[config.mk]
export PLATFORM = sky130hd
export DESIGN_NAME = rom_loader
export DESIGN_NICKNAME = d
export VERILOG_FILES = /design/src/rtl/rom_loader.sv
export SDC_FILE = /design/constraint.sdc
export NUM_CORES = 1
export LEC_CHECK = 0
export BUFFER_PORTS_ARGS = -buffer_cell sky130_fd_sc_hd__buf_2
export CAP_MARGIN = 0
export CORE_MARGIN = 2
export CORE_UTILIZATION = 43
export DETAILED_ROUTE_END_ITERATION = 12
export GPL_ROUTABILITY_DRIVEN = 0
export PLACE_DENSITY_LB_ADDON = 0.25
export SYNTH_ARGS = -nofsm -noshare
export SYNTH_HDL_FRONTEND = slang
export SYNTH_SLANG_ARGS = --single-unit
[constraint.sdc]
create_clock -name clk_i -period 4.05 [get_ports clk_i]
set_input_delay 1.215 -clock clk_i [delete_from_list [all_inputs] [get_ports clk_i]]
set_output_delay 1.215 -clock clk_i [all_outputs]
set_load 0.05 [all_outputs]
[src/rtl/rom_loader.sv]
// rom_loader
//   Writer side of the instruction ROM write port. Parses a 4-byte
//   little-endian word-count header from a byte stream, then assembles
//   little-endian 32-bit words and issues one single-cycle ROM write per
//   word. The core is held in reset while an image is loading and is only
//   released after a complete, valid image.
//
// Optional feature: define ROM_LOADER_CHECKSUM_EN to require a trailing
//   checksum byte c such that (sum of payload bytes + c) mod 256 == 0.
//
// Ports:
//   clk_i         clock
//   rst_n_i       asynchronous active-low reset
//   start_i       single-cycle pulse that begins a load (ignored while busy)
//   byte_valid_i  byte_data_i is valid
//   byte_data_i   stream byte
//   byte_ready_o  loader accepts a byte this cycle
//   rom_wen_o     ROM write enable, one-cycle pulse per word
//   rom_waddr_o   ROM byte address (word-aligned), held between writes
//   rom_wdata_o   ROM write data, held between writes
//   busy_o        load in progress
//   done_o        last load completed successfully
//   err_o         last load failed
//   core_rst_n_o  active-low reset to the core

module rom_loader #(
  parameter int          ROM_DEPTH = 4096,
  parameter logic [31:0] BASE_ADDR = 32'h0000_0000
) (
  input  logic        clk_i,
  input  logic        rst_n_i,
  input  logic        start_i,
  input  logic        byte_valid_i,
  input  logic [7:0]  byte_data_i,
  output logic        byte_ready_o,
  output logic        rom_wen_o,
  output logic [31:0] rom_waddr_o,
  output logic [31:0] rom_wdata_o,
  output logic        busy_o,
  output logic        done_o,
  output logic        err_o,
  output logic        core_rst_n_o
);

  localparam logic [31:0] LP_DEPTH = 32'(ROM_DEPTH);

  // S_LAST is the cycle carrying the final write pulse; it keeps DONE/CHK
  // one cycle behind that pulse and stops byte acceptance meanwhile.
  typedef enum logic [2:0] {
    S_IDLE,
    S_LEN,
    S_DATA,
    S_LAST,
`ifdef ROM_LOADER_CHECKSUM_EN
    S_CHK,
`endif
    S_DONE,
    S_ERR
  } state_t;

  state_t      r_state;
  state_t      w_state_nxt;

  logic        r_byte_ready;
  logic        r_wen;
  logic [31:0] r_waddr;
  logic [31:0] r_wdata;
  logic        r_busy;
  logic        r_done;
  logic        r_err;
  logic        r_core_rst_n;

  logic [1:0]  r_bcnt;
  logic [23:0] r_buf;
  logic [31:0] r_count;
  logic [31:0] r_widx;
`ifdef ROM_LOADER_CHECKSUM_EN
  logic [7:0]  r_sum;
  logic        w_sum_ok;
`endif

  logic        w_ready_nxt;
  logic        w_wen_nxt;
  logic        w_busy_nxt;
  logic        w_done_nxt;
  logic        w_err_nxt;
  logic        w_core_nxt;
  logic        w_clear;
  logic        w_accept;
  logic        w_last_byte;
  logic        w_last_word;
  logic [31:0] w_word;

  assign w_accept    = byte_valid_i && r_byte_ready;
  assign w_last_byte = w_accept && (r_bcnt == 2'd3);
  // r_buf holds the three earlier bytes; the incoming byte is the MSB.
  assign w_word      = {byte_data_i, r_buf};
  assign w_last_word = ((r_widx + 32'd1) == r_count);
`ifdef ROM_LOADER_CHECKSUM_EN
  assign w_sum_ok    = (8'(r_sum + byte_data_i) == 8'h00);
`endif

  // Next-state and next-output logic; every output is registered below.
  always_comb begin
    w_state_nxt = r_state;
    w_ready_nxt = 1'b0;
    w_wen_nxt   = 1'b0;
    w_busy_nxt  = r_busy;
    w_done_nxt  = r_done;
    w_err_nxt   = r_err;
    w_core_nxt  = r_core_rst_n;
    w_clear     = 1'b0;
    case (r_state)
      S_IDLE, S_DONE, S_ERR: begin
        if (r_state == S_IDLE) begin
          w_core_nxt = 1'b1;
        end
        if (start_i) begin
          w_state_nxt = S_LEN;
          w_ready_nxt = 1'b1;
          w_busy_nxt  = 1'b1;
          w_done_nxt  = 1'b0;
          w_err_nxt   = 1'b0;
          w_core_nxt  = 1'b0;
          w_clear     = 1'b1;
        end
      end
      S_LEN: begin
        w_ready_nxt = 1'b1;
        if (w_last_byte) begin
          if ((w_word == 32'd0) || (w_word > LP_DEPTH)) begin
            w_state_nxt = S_ERR;
            w_ready_nxt = 1'b0;
            w_busy_nxt  = 1'b0;
            w_err_nxt   = 1'b1;
          end else begin
            w_state_nxt = S_DATA;
          end
        end
      end
      S_DATA: begin
        w_ready_nxt = 1'b1;
        if (w_last_byte) begin
          w_wen_nxt = 1'b1;
          if (w_last_word) begin
            w_state_nxt = S_LAST;
            w_ready_nxt = 1'b0;
          end
        end
      end
      S_LAST: begin
`ifdef ROM_LOADER_CHECKSUM_EN
        w_state_nxt = S_CHK;
        w_ready_nxt = 1'b1;
`else
        w_state_nxt = S_DONE;
        w_busy_nxt  = 1'b0;
        w_done_nxt  = 1'b1;
        w_core_nxt  = 1'b1;
`endif
      end
`ifdef ROM_LOADER_CHECKSUM_EN
      S_CHK: begin
        w_ready_nxt = 1'b1;
        if (w_accept) begin
          w_ready_nxt = 1'b0;
          w_busy_nxt  = 1'b0;
          if (w_sum_ok) begin
            w_state_nxt = S_DONE;
            w_done_nxt  = 1'b1;
            w_core_nxt  = 1'b1;
          end else begin
            w_state_nxt = S_ERR;
            w_err_nxt   = 1'b1;
          end
        end
      end
`endif
      default: begin
        w_state_nxt = S_IDLE;
      end
    endcase
  end

  // State and registered control outputs.
  always_ff @(posedge clk_i or negedge rst_n_i) begin
    if (!rst_n_i) begin
      r_state      <= S_IDLE;
      r_byte_ready <= 1'b0;
      r_wen        <= 1'b0;
      r_busy       <= 1'b0;
      r_done       <= 1'b0;
      r_err        <= 1'b0;
      r_core_rst_n <= 1'b0;
    end else begin
      r_state      <= w_state_nxt;
      r_byte_ready <= w_ready_nxt;
      r_wen        <= w_wen_nxt;
      r_busy       <= w_busy_nxt;
      r_done       <= w_done_nxt;
      r_err        <= w_err_nxt;
      r_core_rst_n <= w_core_nxt;
    end
  end

  // Byte assembly, header capture and ROM address/data. Address and data
  // only change on a completed word, so they hold between write pulses.
  always_ff @(posedge clk_i or negedge rst_n_i) begin
    if (!rst_n_i) begin
      r_bcnt  <= 2'd0;
      r_buf   <= 24'd0;
      r_count <= 32'd0;
      r_widx  <= 32'd0;
      r_waddr <= 32'd0;
      r_wdata <= 32'd0;
`ifdef ROM_LOADER_CHECKSUM_EN
      r_sum   <= 8'd0;
`endif
    end else if (w_clear) begin
      r_bcnt  <= 2'd0;
      r_buf   <= 24'd0;
      r_widx  <= 32'd0;
`ifdef ROM_LOADER_CHECKSUM_EN
      r_sum   <= 8'd0;
`endif
    end else if (w_accept && ((r_state == S_LEN) || (r_state == S_DATA))) begin
      r_bcnt <= r_bcnt + 2'd1;
      r_buf  <= {byte_data_i, r_buf[23:8]};
      if (r_bcnt == 2'd3) begin
        if (r_state == S_LEN) begin
          r_count <= w_word;
        end else begin
          r_waddr <= BASE_ADDR + (r_widx << 2);
          r_wdata <= w_word;
          r_widx  <= r_widx + 32'd1;
        end
      end
`ifdef ROM_LOADER_CHECKSUM_EN
      if (r_state == S_DATA) begin
        r_sum <= r_sum + byte_data_i;
      end
`endif
    end
  end

  assign byte_ready_o = r_byte_ready;
  assign rom_wen_o    = r_wen;
  assign rom_waddr_o  = r_waddr;
  assign rom_wdata_o  = r_wdata;
  assign busy_o       = r_busy;
  assign done_o       = r_done;
  assign err_o        = r_err;
  assign core_rst_n_o = r_core_rst_n;

endmodule

==> results.py, run 1 <==
metrics = {
    "status": {
        "outcome": "complete, no violations",
    },
    "pwr": {
        "power_switching_mw": 1.835,
        "power_mw": 4.755,
        "ir_drop_v": 0.0004181,
        "p_int_mw": 2.920,
        "seqPwrFrac_pct": 41.6,
        "p_leak_nw": 4.355,
        "p_comb_share_pct": 26.6,
        "p_clk_share_pct": 31.8,
        "p_per_area_nw_per_um2": 529.2,
        "switching_share_pct": 38.59,
    },
    "detailed_routing": {
        "dr_total_vias": 6449,
        "dr.pass1.iters": 5,
        "wire_per_inst_um": 16.94,
        "drt_iter0_markers": 548,
        "via_per_inst": 5.498,
        "drtAntennaViolNets": 0,
        "drcViolationCount": 0,
        "wl_mm": 19.88,
    },
    "synth": {
        "synth_warnings": 0,
        "synth-seq-area-share_pct": 51.09,
        "synth_seq_cells": 161,
        "synth.cell_area_um2": 7886,
        "ys.flop_type": "dfrtp_1",
        "ys_types": 59,
        "synth.avg_cell_area_um2": 8.911,
        "synth_edf_count": 0,
        "syn_inst": 885,
        "synthArstFlopShare_pct": 100.0,
    },
    "clock_network": {
        "root_buffer": "clkbuf_16",
        "cts_made_buffers": 17,
        "clk_path_buf_depth": 2,
        "cts_setup_buffers": 0,
        "cts_resized": 0,
        "h-tree-depth": 4,
        "clk-insertion-delay-late_ns": 0.44,
        "clock_sinks": 161,
        "cts_hold_buf": 0,
        "tritoncts": "built",
        "clkTransAtPathRegs_ns": 0.07,
    },
    "sta": {
        "rsz0062_at_grt": "no",
        "fin_crit_sh_pct": 82.43,
        "fmax_ghz": 0.2995,
        "fin_skew_ns": 0.01699,
        "fin_setup_tns_ns": 0,
        "final_hold_viol_count": 0,
        "drv_slew": 0,
        "period_needed_ns": 3.339,
        "maxSlewHeadroom_pct": 40.09,
        "worstMarginPinSlew_ns": 0.8918,
        "finalHoldWorstSlack_ns": 0.4662,
        "setup_viol": 0,
    },
    "global_route": {
        "antenna_found_initial": 0,
        "grt_usage_pct": 21.24,
        "grt_pass1_vias": 6086,
        "grt-ovfl-total": 0,
        "grt_max_degree": 79,
        "grt_pass1_wl_mm": 32.96,
    },
    "layout": {
        "layout.cells.non_filler": 1173,
        "final_nets": 945,
        "drive_gt1_share_pct": 17.69,
        "area_delta_synth_final_pct": 13.95,
        "fin_area_um2": 8986,
        "num_antenna_cells": 0,
        "nFillCells": 1660,
    },
    "setup_path": {
        "r2r_cells": 8,
        "cp-start-kind": "flop",
        "worst-setup-path-type": "flop to flop",
        "cp_max_fo": 12,
        "required_ns": 4.42,
        "r2r_setup_slack_ns": 0.71,
        "r2r_end": "r_state[0]",
        "worstSetupEndpointType": "flop",
        "cp.arrival_ns": 3.71,
        "rr_startpoint": "r_widx[0]",
    },
    "placement": {
        "place_inst": 1141,
        "dp_hpwl_mm": 13.38,
        "port_buffers": 79,
        "dpl_cell_area_um2": 8431,
    },
    "floorplan": {
        "die_w_um": 139.4,
        "coreArea_um2": 17960,
        "initial_core_util_pct": 43.90,
        "ios": 82,
        "design.die.area_um2": 19440,
        "die_h_um": 139.4,
        "num_rows": 49,
    },
    "worst_hold_path": {
        "min_from": "rom_waddr_o[19]",
        "worstHoldEndpoint": "rom_waddr_o[19]",
        "hold_depth": 2,
        "worstHoldPathType": "flop to flop",
    },
    "run": {
        "maxCapViolCount": 0,
    },
}
through the flow:
stage / util (%) / setup slack [ns]
finish: 50.02 / 0.7115
global route: 50.02 / 0.5299
CTS: 50.02 / 0.7403
detailed placement: 46.93 / 0.7263
global placement: 46.93 / 0.8276
floorplan: - / 1.232
cell usage after synthesis, types with 3 or more instances:
master      n  area (um2)
nand2_1   289        1085
dfrtp_1   161        4029
o21ai_0    77       385.4
clkbuf_1   39       146.4
nor2_1     36       135.1
mux2_2     30       337.8
xnor2_1    28       245.2
a21oi_1    21       105.1
nand3_1    20       100.1
nand4_1    17       106.4
nor4_1     16       100.1
xor2_1     16       140.1
buf_2      14       70.07
nor3_1     14       70.07
or4_1       8       60.06
buf_4       7       52.55
o31ai_1     7       52.55
mux2i_1     6       60.06
or3_1       6       37.54
a31oi_1     5       31.28
o41ai_1     5       43.79
inv_1       4       15.01
nor2b_1     4       25.02
o211ai_1    4       30.03
and3_1      3       18.77
buf_1       3       11.26
nand3b_1    3       22.52
worst max-delay path, stage by stage, from the launching register on:
cell	delay, ns
dfrtp_1	0.47
ha_1	0.30
nand3_2	0.26
or4_1	0.74
or3_4	0.46
o311ai_2	0.22
o22ai_1	0.13
or4_1	0.56
o21ai_1	0.14
worst max-delay path by stage:
stage,start,endpoint,slack (ns),depth (start not counted)
6_report,r_widx[0],r_state[0],0.71,8
5_1_grt,r_widx[0],r_state[0],0.53,8
4_1_cts,r_widx[0],r_state[0],0.74,8
3_5_place_dp,byte_valid_i,r_state[0],0.73,8
3_3_place_gp,byte_valid_i,r_state[0],0.83,8
2_1_floorplan,r_widx[0],r_state[0],1.23,9
layer usage:
metal,vias to the layer above,track usage [%],wire length [um]
li1,3114,-,-
met1,3122,31.96,9718
met2,180,30.86,8729
met3,33,3.854,931
met4,0,7.443,497
met5,-,0,0
cell type report:
cell class | count | area [um2] | share of cell area (%)
clock buffer | 19 | 452.9 | 5.040
inverter | 5 | 18.77 | 0.2089
tap | 229 | 286.5 | 3.189
clock inverter | 13 | 102.6 | 1.142
sequential | 161 | 4029 | 44.83
timing repair buffer | 91 | 529.3 | 5.890
multi-input combinational | 655 | 3567 | 39.70
power groups by stage:
| stage | Combinational, mW | Sequential (mW) | Clock (mW) |
|---|---|---|---|
| final | 1.27 | 1.98 | 1.51 |
| after global routing | 1.38 | 2.00 | 1.61 |
| after CTS | 1.28 | 1.98 | 1.54 |
| after detailed placement | 1.27 | 2.00 | 0 |
| after global placement | 1.26 | 2.00 | 0 |
| after floorplan | 0.419 | 2.50 | 0 |
state kept, by name (all words and copies together) (netlist names), 2 cells and up:
signal,flops
r_buf,24
r_bcnt,2
rom_waddr_o,30
r_state,3
r_count,32
rom_wdata_o,32
r_widx,32
cells by family after synthesis:
group | share of synthesized area, %
multiplexers | 5.045
buffers and inverters | 3.919
flip-flops | 51.09
other | 0.04755
XOR/XNOR | 4.887
adder cells (fa/ha/maj) | 0.3173
AND/OR/NAND/NOR | 24.04
AO/OA/AOI/OAI | 10.66
placed cells by master (no fill, tap or decap), types with 4 or more instances in the layout:
cell type  netlist  routed
nand2_1        289     289
dfrtp_1        161     161
buf_2           14      78
o21ai_0         77      77
nor2_1          36      36
mux2_2          30      30
xnor2_1         28      28
a21oi_1         21      21
nand3_1         20      20
nand4_1         17      17
clkbuf_16        0      17
nor4_1          16      16
xor2_1          16      16
nor3_1          14      12
buf_4            7       9
or4_1            8       8
o31ai_1          7       7
mux2i_1          6       6
or3_1            6       5
a31oi_1          5       5
o41ai_1          5       5
clkinv_4         0       5
inv_1            4       4
o211ai_1         4       4
nor2b_1          4       4
Note: power is estimated with default switching activity, not from simulation.
==> run 2, diff against run 1 <==
--- a/config.mk
+++ b/config.mk
@@ -5,6 +5,7 @@
 export SDC_FILE = /design/constraint.sdc
 export NUM_CORES = 1
 export LEC_CHECK = 0
+export ABC_AREA = 1
 export BUFFER_PORTS_ARGS = -buffer_cell sky130_fd_sc_hd__buf_2
 export CAP_MARGIN = 0
 export CORE_MARGIN = 2
==> constraint.sdc (replaced) <==
create_clock -name clk_i -period 3 [get_ports clk_i]
set_input_delay 0.9 -clock clk_i [delete_from_list [all_inputs] [get_ports clk_i]]
set_output_delay 0.9 -clock clk_i [all_outputs]
set_load 0.05 [all_outputs]
==> results.py, run 2 <==
metrics = {
    "floorplan": {
        "initial_core_util_pct": 44.10,
        "ios": 82,
        "design.die.area_um2": 18890,
        "coreArea_um2": 17360,
        "num_rows": 48,
        "die_w_um": 137.4,
        "die_h_um": 137.4,
    },
    "layout": {
        "num_antenna_cells": 0,
        "final_util_pct": 51.18,
        "final_common_cell": "nand2_1",
        "final_nets": 1050,
        "drive_gt1_share_pct": 13.74,
        "area_delta_synth_final_pct": 16.03,
        "nFillCells": 1661,
        "layout.cells.non_filler": 1273,
        "final_cell_mix": "nand2_1 (296), dfrtp_1 (161), o21ai_0 (109)",
    },
    "clock_network": {
        "clk_path_buf_depth": 2,
        "clk-insertion-delay-late_ns": 0.43,
        "root_buffer": "clkbuf_16",
        "cts_hold_buf": 0,
        "clkTransAtPathRegs_ns": 0.06,
        "tritoncts": "built",
        "cts_resized": 0,
        "cts_setup_buffers": 0,
        "h-tree-depth": 4,
        "clock_sinks": 161,
        "cts_made_buffers": 17,
    },
    "setup_path": {
        "cp-start-kind": "flop",
        "cp_max_fo": 8,
        "r2r_setup_slack_ns": 0.51,
        "worstSetupEndpointType": "flop",
        "required_ns": 3.32,
        "cp.arrival_ns": 2.81,
        "worst-setup-path-type": "flop to flop",
    },
    "sta": {
        "period_needed_ns": 2.493,
        "setup_viol": 0,
        "drv_slew": 0,
        "final_hold_viol_count": 0,
        "fin_crit_sh_pct": 83.11,
        "rsz0062_at_grt": "no",
        "fmax_ghz": 0.4011,
        "fin_setup_tns_ns": 0,
        "worstMarginPinSlew_ns": 0.7283,
        "fin_skew_ns": 0.008879,
        "maxSlewHeadroom_pct": 51.45,
    },
    "pwr": {
        "power_mw": 5.762,
        "ir_drop_v": 0.0004183,
        "p_leak_nw": 4.296,
        "p_per_area_nw_per_um2": 648.7,
    },
    "synth": {
        "syn_inst": 953,
        "synthTopCellsByCount": "nand2_1 (296), dfrtp_1 (161), o21ai_0 (109)",
        "yosysMostFrequentCell": "nand2_1",
        "synth.cell_area_um2": 7655,
        "ys_types": 31,
        "synth_warnings": 0,
        "synth_top_area_share_pct": 52.63,
        "synth_edf_count": 0,
        "synth_seq_cells": 161,
        "ys.flop_type": "dfrtp_1",
        "post-synth-top-area-cell": "dfrtp_1",
        "synth.avg_cell_area_um2": 8.032,
        "synth-seq-area-share_pct": 52.63,
        "synthArstFlopShare_pct": 100.0,
        "yosys-top-cells-area": "dfrtp_1 (53%), nand2_1 (15%), o21ai_0 (7.1%)",
    },
    "detailed_routing": {
        "drtAntennaViolNets": 0,
        "dr_total_vias": 6603,
        "wire_per_inst_um": 15.60,
        "dr.pass1.iters": 5,
        "via_per_inst": 5.187,
        "wl_mm": 19.85,
        "drt_iter0_markers": 499,
        "drcViolationCount": 0,
    },
    "placement": {
        "dp_hpwl_mm": 14.32,
        "port_buffers": 79,
        "place_inst": 1242,
    },
    "worst_hold_path": {
        "worstHoldPathType": "primary input to asynchronous set/reset pin",
    },
    "global_route": {
        "grt_usage_pct": 22.43,
        "grt-ovfl-total": 0,
        "antenna_found_initial": 0,
        "grt_max_degree": 84,
        "grt_pass1_wl_mm": 32.23,
        "grt_pass1_vias": 5999,
    },
    "run": {
        "maxCapViolCount": 0,
    },
    "status": {
        "outcome": "complete, no violations",
    },
}
-- run 2: cell count changes after synthesis, sizes merged, moves of 30 or more --
cell,previous run,this run
inv,4,103
nor2,36,87
o22ai,2,45
nand3,22,64
o21ai,78,110
mux2,30,0
-- run 2: final timing paths --
kind                       depth (start not counted)             from         endpoint
max                                               18        r_widx[0]       r_state[2]
min reg2reg                                        2  rom_waddr_o[29]  rom_waddr_o[29]
min                                                1          rst_n_i   rom_waddr_o[9]
max in group asynchronous                          2          rst_n_i  rom_wdata_o[31]
min in group clk_i                                 2  rom_waddr_o[29]  rom_waddr_o[29]
max reg2reg                                       18        r_widx[0]       r_state[2]
-- run 2: where the power goes --
part | internal [mW] | switching (mW) | total, mW
sequential | 2.43 | 0.172 | 2.60
clock | 1.11 | 0.911 | 2.02
combinational | 0.337 | 0.806 | 1.14
total | 3.87 | 1.89 | 5.76
-- run 2: layout make-up --
class | count | area (um2) | share of cell area (%)
Clock buffer | 21 | 460.4 | 5.184
Clock inverter | 10 | 78.83 | 0.8874
Tap cell | 225 | 281.5 | 3.169
Multi-Input combinational cell | 658 | 3113 | 35.05
Timing Repair Buffer | 94 | 526.8 | 5.930
Inverter | 104 | 392.9 | 4.423
Sequential cell | 161 | 4029 | 45.36
-- run 2: cell families (layout without fill, tap and decap cells) --
group	count (synthesis)	in the layout	share of synthesized area (%)
simple gates	483	483	27.03
flops	161	161	52.63
compound gates	160	160	11.23
buf+inv	135	229	6.750
xor+xnor	11	11	1.978
fa+ha+maj	2	2	0.3269
other cells	1	2	0.04899
-- run 2: stage by stage --
| stage | cell area (um2) | hold slack [ns] | worst slack, ns |
|---|---|---|---|
| 2_1_floorplan | 7659 | 0.4497 | 0.8407 |
| 3_3_place_gp | 8343 | 0.4631 | 0.2555 |
| 3_5_place_dp | 8343 | 0.4681 | 0.2103 |
| 4_1_cts | 8882 | 0.4785 | 0.5250 |
| 5_1_grt | 8882 | 0.4994 | 0.2602 |
| 6_report | 8882 | 0.4564 | 0.5068 |
-- run 2: metal layers --
metal  part of all wire (%)  wire length (um)  GRT usage (%)  up-vias
met1                     49              9658          34.00     3070
li1                       -                 -              -     3249
met3                    6.7              1340          3.937       23
met5                      0                 0              0        -
met4                    1.9               369          7.789        0
met2                     43              8485          32.26      261
-- run 2: worst max-delay path, cell delays in order (launching register included) --
cell and delay, ns:
dfrtp_1 0.43, ha_1 0.23, nand2_2 0.12, nor2_8 0.18, nand2_4 0.11, nor2_4 0.17
nand2_1 0.08, nand2_1 0.09, nand2_1 0.07, nand2_1 0.06, nand2_1 0.05, nor2_1 0.09
nand2_1 0.05, nor2_1 0.13, nand3_1 0.16, nand2_2 0.12, nand2_1 0.07, nand2_1 0.08
nand2_1 0.05
==> run 3, diff against run 2 <==
--- a/config.mk
+++ b/config.mk
@@ -5,7 +5,7 @@
 export SDC_FILE = /design/constraint.sdc
 export NUM_CORES = 1
 export LEC_CHECK = 0
-export ABC_AREA = 1
+export ABC_AREA = 0
 export BUFFER_PORTS_ARGS = -buffer_cell sky130_fd_sc_hd__buf_2
 export CAP_MARGIN = 0
 export CORE_MARGIN = 2
==> constraint.sdc (replaced) <==
create_clock -name clk_i -period 2.4 [get_ports clk_i]
set_input_delay 0.72 -clock clk_i [delete_from_list [all_inputs] [get_ports clk_i]]
set_output_delay 0.72 -clock clk_i [all_outputs]
set_load 0.05 [all_outputs]
==> results.py, run 3 (synthesis results as in run 1) <==
metrics = {
    "status": {
        "outcome": "finished, violations left",
        "violations": "negative setup slack",
    },
    "layout": {
        "multi_input_area_um2": 3762,
        "area_delta_synth_final_pct": 30.41,
        "final_common_cell": "nand2_1",
        "drive_gt1_share_pct": 30.58,
        "layout.cells.non_filler": 1308,
        "final_cell_mix": "nand2_1 (289), dfrtp_1 (157), buf_4 (137)",
        "layout.area.seq_um2": 4034,
        "num_antenna_cells": 0,
        "final_nets": 1080,
        "nFillCells": 1581,
    },
    "sta": {
        "fin_skew_ns": 0.01388,
        "drv_slew": 0,
        "fmax_ghz": 0.3789,
        "rsz0062_at_grt": "yes",
        "finalHoldWorstSlack_ns": 0.1829,
        "final_hold_viol_count": 0,
        "fin_setup_tns_ns": -0.3737,
        "fin_crit_sh_pct": 110.0,
        "worst_slack_ns": -0.2395,
        "period_needed_ns": 2.640,
        "setup_viol": 2,
    },
    "placement": {
        "dp_hpwl_mm": 15.37,
        "dp_slack_ns": -0.3557,
        "port_buffers": 79,
        "place_inst": 1261,
    },
    "clock_network": {
        "clock_sinks": 161,
        "cts_made_buffers": 17,
        "clkTransAtPathRegs_ns": 0.07,
        "clk_path_buf_depth": 2,
        "root_buffer": "clkbuf_16",
        "cts_hold_buf": 0,
        "tritoncts": "built",
        "h-tree-depth": 4,
        "clk-insertion-delay-late_ns": 0.44,
    },
    "setup_path": {
        "worst-setup-path-type": "flop to flop",
        "r2r_setup_slack_ns": -0.24,
        "crit_top_cell": "buf_4",
        "worst_path_max_delay_cell": "or4_4",
        "cp_max_fo": 6,
        "cp-start-kind": "flop",
        "rr_startpoint": "r_widx[20]",
        "r2r_end": "r_state[0]",
        "crit_chain": "buf_4 > nand4_1 > buf_4 > nor4_1 > o21ai_1 > buf_4 > o221ai_1 > or4_4 > or4_4 > o21ai_2",
        "worstSetupEndpointType": "flop",
        "required_ns": 2.76,
        "cpPeakStageDelay_ns": 0.54,
        "cp.arrival_ns": 3.00,
        "r2r_cells": 10,
    },
    "floorplan": {
        "ios": 82,
        "design.die.area_um2": 19440,
        "coreArea_um2": 17960,
        "die_w_um": 139.4,
        "initial_core_util_pct": 43.90,
        "num_rows": 49,
        "die_h_um": 139.4,
    },
    "detailed_routing": {
        "wl_mm": 22.36,
        "drt_iter0_markers": 591,
        "dr.pass1.iters": 5,
        "wire_per_inst_um": 17.10,
        "dr_total_vias": 7079,
        "drtAntennaViolNets": 0,
        "drcViolationCount": 0,
        "via_per_inst": 5.412,
    },
    "run": {
        "maxCapViolCount": 0,
    },
    "global_route": {
        "grt-ovfl-total": 0,
        "grt_pass1_wl_mm": 36.17,
        "grt_max_degree": 59,
        "antenna_found_initial": 0,
        "grt_usage_pct": 23.29,
        "grt_pass1_vias": 6795,
    },
    "worst_hold_path": {
        "worstHoldPathType": "primary input to asynchronous set/reset pin",
    },
    "pwr": {
        "p_per_area_nw_per_um2": 808.5,
        "ir_drop_v": 0.0006280,
        "p_leak_nw": 5.103,
        "power_mw": 8.315,
    },
}
## run 3: cell types whose count changed in the layout (fill, tap and decap cells not counted), sizes merged, moves of 13 or more
| cell | previous run | this run |
|---|---|---|
| buf | 94 | 226 |
| inv | 106 | 12 |
| nor2 | 87 | 36 |
| o22ai | 45 | 2 |
| nand3 | 64 | 22 |
| o21ai | 110 | 78 |
| mux2 | 0 | 30 |
| xnor2 | 1 | 28 |
| a21oi | 4 | 21 |
| nand2 | 304 | 289 |
| nand4 | 5 | 18 |
## run 3: metrics by stage
| stage | utilization, % | area [um2] |
|---|---|---|
| 2_1_floorplan | - | 7923 |
| 3_3_place_gp | 52.41 | 9415 |
| 3_5_place_dp | 52.41 | 9415 |
| 4_1_cts | 56.50 | 10150 |
| 5_1_grt | 57.25 | 10280 |
| 6_report | 57.25 | 10280 |
## run 3: worst max path at each step
stage | from | to | slack, ns
6_report | r_widx[20] | r_state[0] | -0.24
3_5_place_dp | byte_valid_i | r_state[0] | -0.36
4_1_cts | r_widx[21] | r_state[0] | -0.21
5_1_grt | r_widx[1] | r_state[0] | -0.30
3_3_place_gp | byte_valid_i | r_state[0] | -0.31
2_1_floorplan | r_widx[1] | r_state[0] | -0.20
## run 3: report_power, final
group | internal [mW] | switching (mW)
sequential | 3.06 | 0.239
combinational | 0.617 | 1.76
clock | 1.39 | 1.25
## run 3: critical path, delay by kind of cell (launching register included)
| family | cells | cell delay (ns) |
|---|---|---|
| buffers and inverters | 3 | 0.47 |
| AO/OA/AOI/OAI | 3 | 0.49 |
| AND/OR/NAND/NOR | 4 | 1.22 |
| flip-flops | 1 | 0.39 |
## run 3: cell type report
class                      count  area share (%)
clock inverter                14           1.192
timing repair buffer         226           15.77
inverter                       5          0.1825
sequential                   161           39.22
multi-input combinational    655           36.58
clock buffer                  18           4.270
tap                          229           2.786
## run 3: repair_timing
item	4_1_cts	5_1_grt
pin swaps	14	7
buffers inserted	9	6
setup endpoints to repair	2	4
gates resized for setup	21	14
## run 3: routing by layer
| layer | vias to the layer above | part of all wire (%) | track usage, % |
|---|---|---|---|
| li1 | 3384 | - | - |
| met1 | 3450 | 46 | 32.70 |
| met2 | 218 | 46 | 37.13 |
| met3 | 27 | 5.3 | 4.095 |
| met4 | 0 | 1.8 | 7.124 |
| met5 | - | 0 | 0 |
